==> src/rtl/crypto_pkg.sv <==
// Shared definitions for the mock crypto path: block width and decrypt FSM states.
package crypto_pkg;

  localparam int DATA_W = 128;

  typedef enum logic [1:0] {
    IDLE  = 2'd0,
    ROUND,
    FINAL,
    OUT
  } dec_state_e;

endpackage

==> src/rtl/crypto_decrypt_block.sv <==
// Mock block decryptor: plaintext = (ciphertext - NUM_ROUNDS) ^ key.
// One block in flight; key material is cleared after every block and on zeroize.
module crypto_decrypt_block #(
  parameter int NUM_ROUNDS = 1,
  parameter int DATA_W     = crypto_pkg::DATA_W
) (
  input  logic              clk,
  input  logic              reset_n,
  input  logic              zeroize,
  input  logic              in_valid,
  output logic              in_ready,
  input  logic [DATA_W-1:0] key,
  input  logic [DATA_W-1:0] data_in,
  output logic              out_valid,
  input  logic              out_ready,
  output logic [DATA_W-1:0] data_out,
  output logic              done
);
  import crypto_pkg::*;

  // Counter value on the last round step; round_cnt is 8 bits wide.
  localparam logic [7:0]        LAST_RND = 8'(NUM_ROUNDS - 1);
  localparam logic [DATA_W-1:0] ONE      = {{(DATA_W-1){1'b0}}, 1'b1};

  dec_state_e        state_q;
  logic [DATA_W-1:0] r_data_q;
  logic [DATA_W-1:0] r_key_q;
  logic [7:0]        round_cnt_q;
  logic              in_ready_q;
  logic              out_valid_q;

  // FSM and datapath; zeroize overrides any handshake in the same cycle.
  always_ff @(posedge clk or negedge reset_n) begin
    if (!reset_n) begin
      state_q     <= IDLE;
      r_data_q    <= '0;
      r_key_q     <= '0;
      round_cnt_q <= '0;
      in_ready_q  <= 1'b1;
      out_valid_q <= 1'b0;
    end else if (zeroize) begin
      state_q     <= IDLE;
      r_data_q    <= '0;
      r_key_q     <= '0;
      round_cnt_q <= '0;
      in_ready_q  <= 1'b1;
      out_valid_q <= 1'b0;
    end else begin
      case (state_q)
        IDLE: begin
          if (in_valid) begin
            r_data_q    <= data_in;
            r_key_q     <= key;
            round_cnt_q <= '0;
            in_ready_q  <= 1'b0;
            state_q     <= ROUND;
          end
        end
        ROUND: begin
          // Undo one mock round: subtract 1 modulo 2^DATA_W.
          r_data_q    <= r_data_q - ONE;
          round_cnt_q <= round_cnt_q + 8'd1;
          if (round_cnt_q == LAST_RND) begin
            state_q <= FINAL;
          end
        end
        FINAL: begin
          r_data_q    <= r_data_q ^ r_key_q;
          out_valid_q <= 1'b1;
          state_q     <= OUT;
        end
        OUT: begin
          if (out_ready) begin
            r_data_q    <= '0;
            r_key_q     <= '0;
            out_valid_q <= 1'b0;
            in_ready_q  <= 1'b1;
            state_q     <= IDLE;
          end
        end
        default: begin
          state_q     <= IDLE;
          in_ready_q  <= 1'b1;
          out_valid_q <= 1'b0;
        end
      endcase
    end
  end

  assign in_ready  = in_ready_q;
  assign out_valid = out_valid_q;
  // r_data_q only holds plaintext in OUT; it is zero in IDLE after a block.
  assign data_out  = r_data_q;
  // Output handshake pulse, suppressed when zeroize wins the cycle.
  assign done      = out_valid_q & out_ready & ~zeroize;

endmodule

==> config.mk <==
export PLATFORM = sky130hd
export DESIGN_NAME = crypto_decrypt_block
export DESIGN_NICKNAME = d
export VERILOG_FILES = /design/src/rtl/crypto_pkg.sv /design/src/rtl/crypto_decrypt_block.sv
export SDC_FILE = /design/constraint.sdc
export NUM_CORES = 1
export LEC_CHECK = 0
export CAP_MARGIN = 20
export CORE_AREA = 2 2 185 187
export DETAILED_ROUTE_END_ITERATION = 12
export DIE_AREA = 0 0 187 189
export GPL_TIMING_DRIVEN = 1
export PLACE_DENSITY = 0.82
export SLEW_MARGIN = 0
export SYNTH_ARGS = -nofsm -noshare
export SYNTH_HDL_FRONTEND = slang
export SYNTH_SLANG_ARGS = --single-unit
==> constraint.sdc <==
create_clock -name clk -period 3.9 [get_ports clk]
set_clock_uncertainty 0.2 [all_clocks]
set_input_delay 0.975 -clock clk [delete_from_list [all_inputs] [get_ports clk]]
set_output_delay 0.975 -clock clk [all_outputs]
set_load 0.01 [all_outputs]
==> summary.md <==
| Metric | Value |
|---|---|
| Result of the run | `finished, final reports clean` |
| Final design utilization | `0.684` |
| Post-route ant nets | `0` |
| Setup repair after global routing missed its margin | `false` |
| Setup Crit Path Kind | `reg -> reg` |
| Cell count after synthesis | `1977` |
| Leading cell type by number of instances after synthesis | `dfrtp_1` |
| Area inside the core boundary | `33300 sq um` |
| Number of synthesized flops with an enable pin | `0` |
| Most frequently used flop master after synthesis | `dfrtp_1` |
| Clk pin slew, worst setup/hold paths | `60 ps` |
| Remaining global-route overflow | `0` |
| Number of hold buffers added after CTS | `0` |
| CP Capture Type | `flip-flop` |
| Final setup fails | `0` |
| Category of the worst setup path launch point | `flip-flop` |
| Peak VDD IR | `0.000535 V` |
| Boundary Pins | `392` |
| Relative slew slack | `0.396` |
| Power Dens Cells | `756 nW/um^2` |
| Adder and majority cell fraction of the synthesized area | `0.00510` |
| Area delta synth->final | `32.7%` |
| Largest fanout on the critical path | `12` |
| Resized Gates After CTS | `0` |
| Mean number of vias per cell | `6.88` |
| Count of distinct cell types in the synthesized netlist | `81` |
| Gp weighted congestion | `0.984` |
| Slew at the pin with the worst max-slew slack | `904 ps` |
| Drt drc | `0` |
| HPWL after detailed placement | `50100 um` |
| Proportion of synthesized flip-flops having asynchronous set or reset | `1.00` |
| Die Outline Area | `35300 sq um` |
| #FFs+latches synth | `268` |
| Layout filler cell count | `2675` |
| HP Class | `in -> async` |
| Synth area leaders | `dfrtp_1 (39%), a22o_1 (6.6%), o21ai_0 (5.3%)` |
| Synthesized area per cell | `8.68 sq um` |
| # rows | `67` |
| Die Height | `189 um` |
| Leading area contributor after synthesis | `dfrtp_1` |
| Proportion of netlist area held by the largest area contributor | `0.389` |
| Worst hold margin | `186 ps` |
| Global routing usage summed across all routing layers | `0.396` |
| Area of all sequential standard cells | `6710 sq um` |
| # port buffers | `391` |
| Worst setup timing slack at the placement stage | `390 ps` |
| Synthesis warning total | `0` |
| Post-route total power | `17.2 mW` |
| Initial antenna violation count | `4` |
| Clock tree from TritonCTS | `yes` |
| Maximum number of pins on one net before global-route repair | `93` |
| Master cell of the clock root buffer | `clkbuf_16` |
| Worst Slack Setup Final | `300 ps` |
| Bufs on Longest Clock Path | `3` |
| TNS Setup | `0 ps` |
| Number of pins exceeding their max-slew limit in the final report | `0` |
| Number of failing hold endpoints at the final stage | `0` |
| Summed instance area of the synthesized netlist | `17200 sq um` |
| Multiplexer area fraction after synthesis | `0.0114` |
| Max capacitance violation total | `0` |
| Total number of clock tree sinks | `268` |
| Number of nets in the synthesized netlist | `2245` |
| Routed wirelength normalized by instance count | `25.9 um` |
| Fraction of layout cells with a size suffix above 1 | `0.0772` |
| Starting DRC count in detailed routing | `2556` |
| Area occupied by multi-input gates | `9630 sq um` |
| Total routed wirelength | `72200 um` |
| Net total in the final layout | `2578` |
| Global-route wire length before repair | `110000 um` |
| Ranking of synthesized cells by instance count | `dfrtp_1 (267), o21ai_0 (180), clkbuf_1 (166), a22o_1 (129), nor2_1 (121)` |
| Proportion of synthesized chip area in sequential cells | `0.391` |
| Share of the synthesized area in compound gates (AO/OA/AOI/OAI) | `0.270` |
| Vias in the first global route | `18900` |
| Tmin final | `3600 ps` |
| Final period utilization | `0.923` |
| Req. time, crit path | `4130 ps` |
| Initial core utilization | `0.516` |
| Width of the die | `187 um` |
| First-pass detailed-route iteration total | `6` |
| Clock latency at the later pin of the worst-skew pair | `580 ps` |
| CTS H-tree depth | `1` |
| TritonCTS Buffers | `31` |
| Overall via count from detail_route | `19100` |
| Main combinational cell family by area after synthesis | `compound AO/OA/AOI/OAI gates` |
| Simple-gate share of the synthesized area | `0.196` |
| Setup Fix Bufs, Post-CTS | `0` |
| Max Fclk | `278 MHz` |
| Worst Path Arrival | `3830 ps` |
| Synth Area in XOR/XNOR | `0.0745` |
| P_leak | `9.14 nW` |
## cell families after synthesis
| group | after synthesis |
|---|---|
| AND/OR/NAND/NOR | 631 |
| XOR/XNOR | 146 |
| buffers and inverters | 234 |
| multiplexers | 19 |
| flip-flops | 268 |
| AO/OA/AOI/OAI | 672 |
| adder cells (fa/ha/maj) | 7 |
## report_power, final
part / switching (mW) / internal (mW) / total, mW / leakage [nW]
combinational: 5.57 / 3.84 / 9.41 / 5.06
clock: 1.25 / 1.60 / 2.85 / 0.475
sequential: 1.40 / 3.56 / 4.96 / 3.61
total: 8.22 / 9.00 / 17.2 / 9.14
## per-layer routing
| metal | wire length [um] | track usage | part of all wire |
|---|---|---|---|
| met3 | 8450 | 0.0845 | 0.12 |
| met2 | 33000 | 0.632 | 0.46 |
| met1 | 26500 | 0.503 | 0.37 |
| met4 | 4250 | 0.219 | 0.059 |
| met5 | 13 | 0 | 0.00018 |
## cells in the final DEF (no fill, tap or decap), drive strengths merged, types with 41 or more instances in the layout
cell type      count
or3               46
nand3             41
a22oi             43
a22o             129
nand2            110
nor2             121
nor4              68
clkbuf            46
inv               50
xnor2             77
clkdlybuf4s50    389
a21oi             86
o21ai            182
xor2              69
buf               94
dfrtp            267
nor3             105
## worst paths after layout
kind	slack [ps]	cells past startpoint	to	from
worst max-delay path	300	10	data_out[86]	data_out[0]
worst min-delay path	190	1	data_out[30]	reset_n
max in group asynchronous	2360	2	r_key_q[62]	reset_n
worst max register to register	300	10	data_out[86]	data_out[0]
worst min register to register	330	1	r_key_q[122]	r_key_q[122]
min in group clk	330	1	r_key_q[122]	r_key_q[122]
## final cells by class
type	instances	area share
Antenna cell	3	0.000330
Clock buffer	46	0.0401
Clock inverter	9	0.00220
Inverter	51	0.00852
Multi-Input combinational cell	1475	0.423
Sequential cell	268	0.295
Tap cell	448	0.0246
Timing Repair Buffer	483	0.206
## sequential cells by signal, indices dropped and copies added, names as in the netlist
register	count
data_out	128
in_ready	1
out_valid	1
r_key_q	128
round_cnt_q	8
state_q	2
## metrics by stage
step	instance area [sq um]	instances
2_1_floorplan	17200	1977
3_3_place_gp	21800	2725
3_5_place_dp	21800	2725
4_1_cts	22800	2780
5_1_grt	22800	2782
6_report	22800	2783
## worst max-delay path, stage by stage (launching register included)
cell	delay (ps)
dfrtp_1	440
inv_1	100
ha_1	200
or3b_1	480
nor4_1	420
buf_4	210
nand4_1	260
buf_4	310
nor4_1	540
xnor2_1	190
o22ai_1	90
Note: power is estimated with default switching activity, not from simulation.
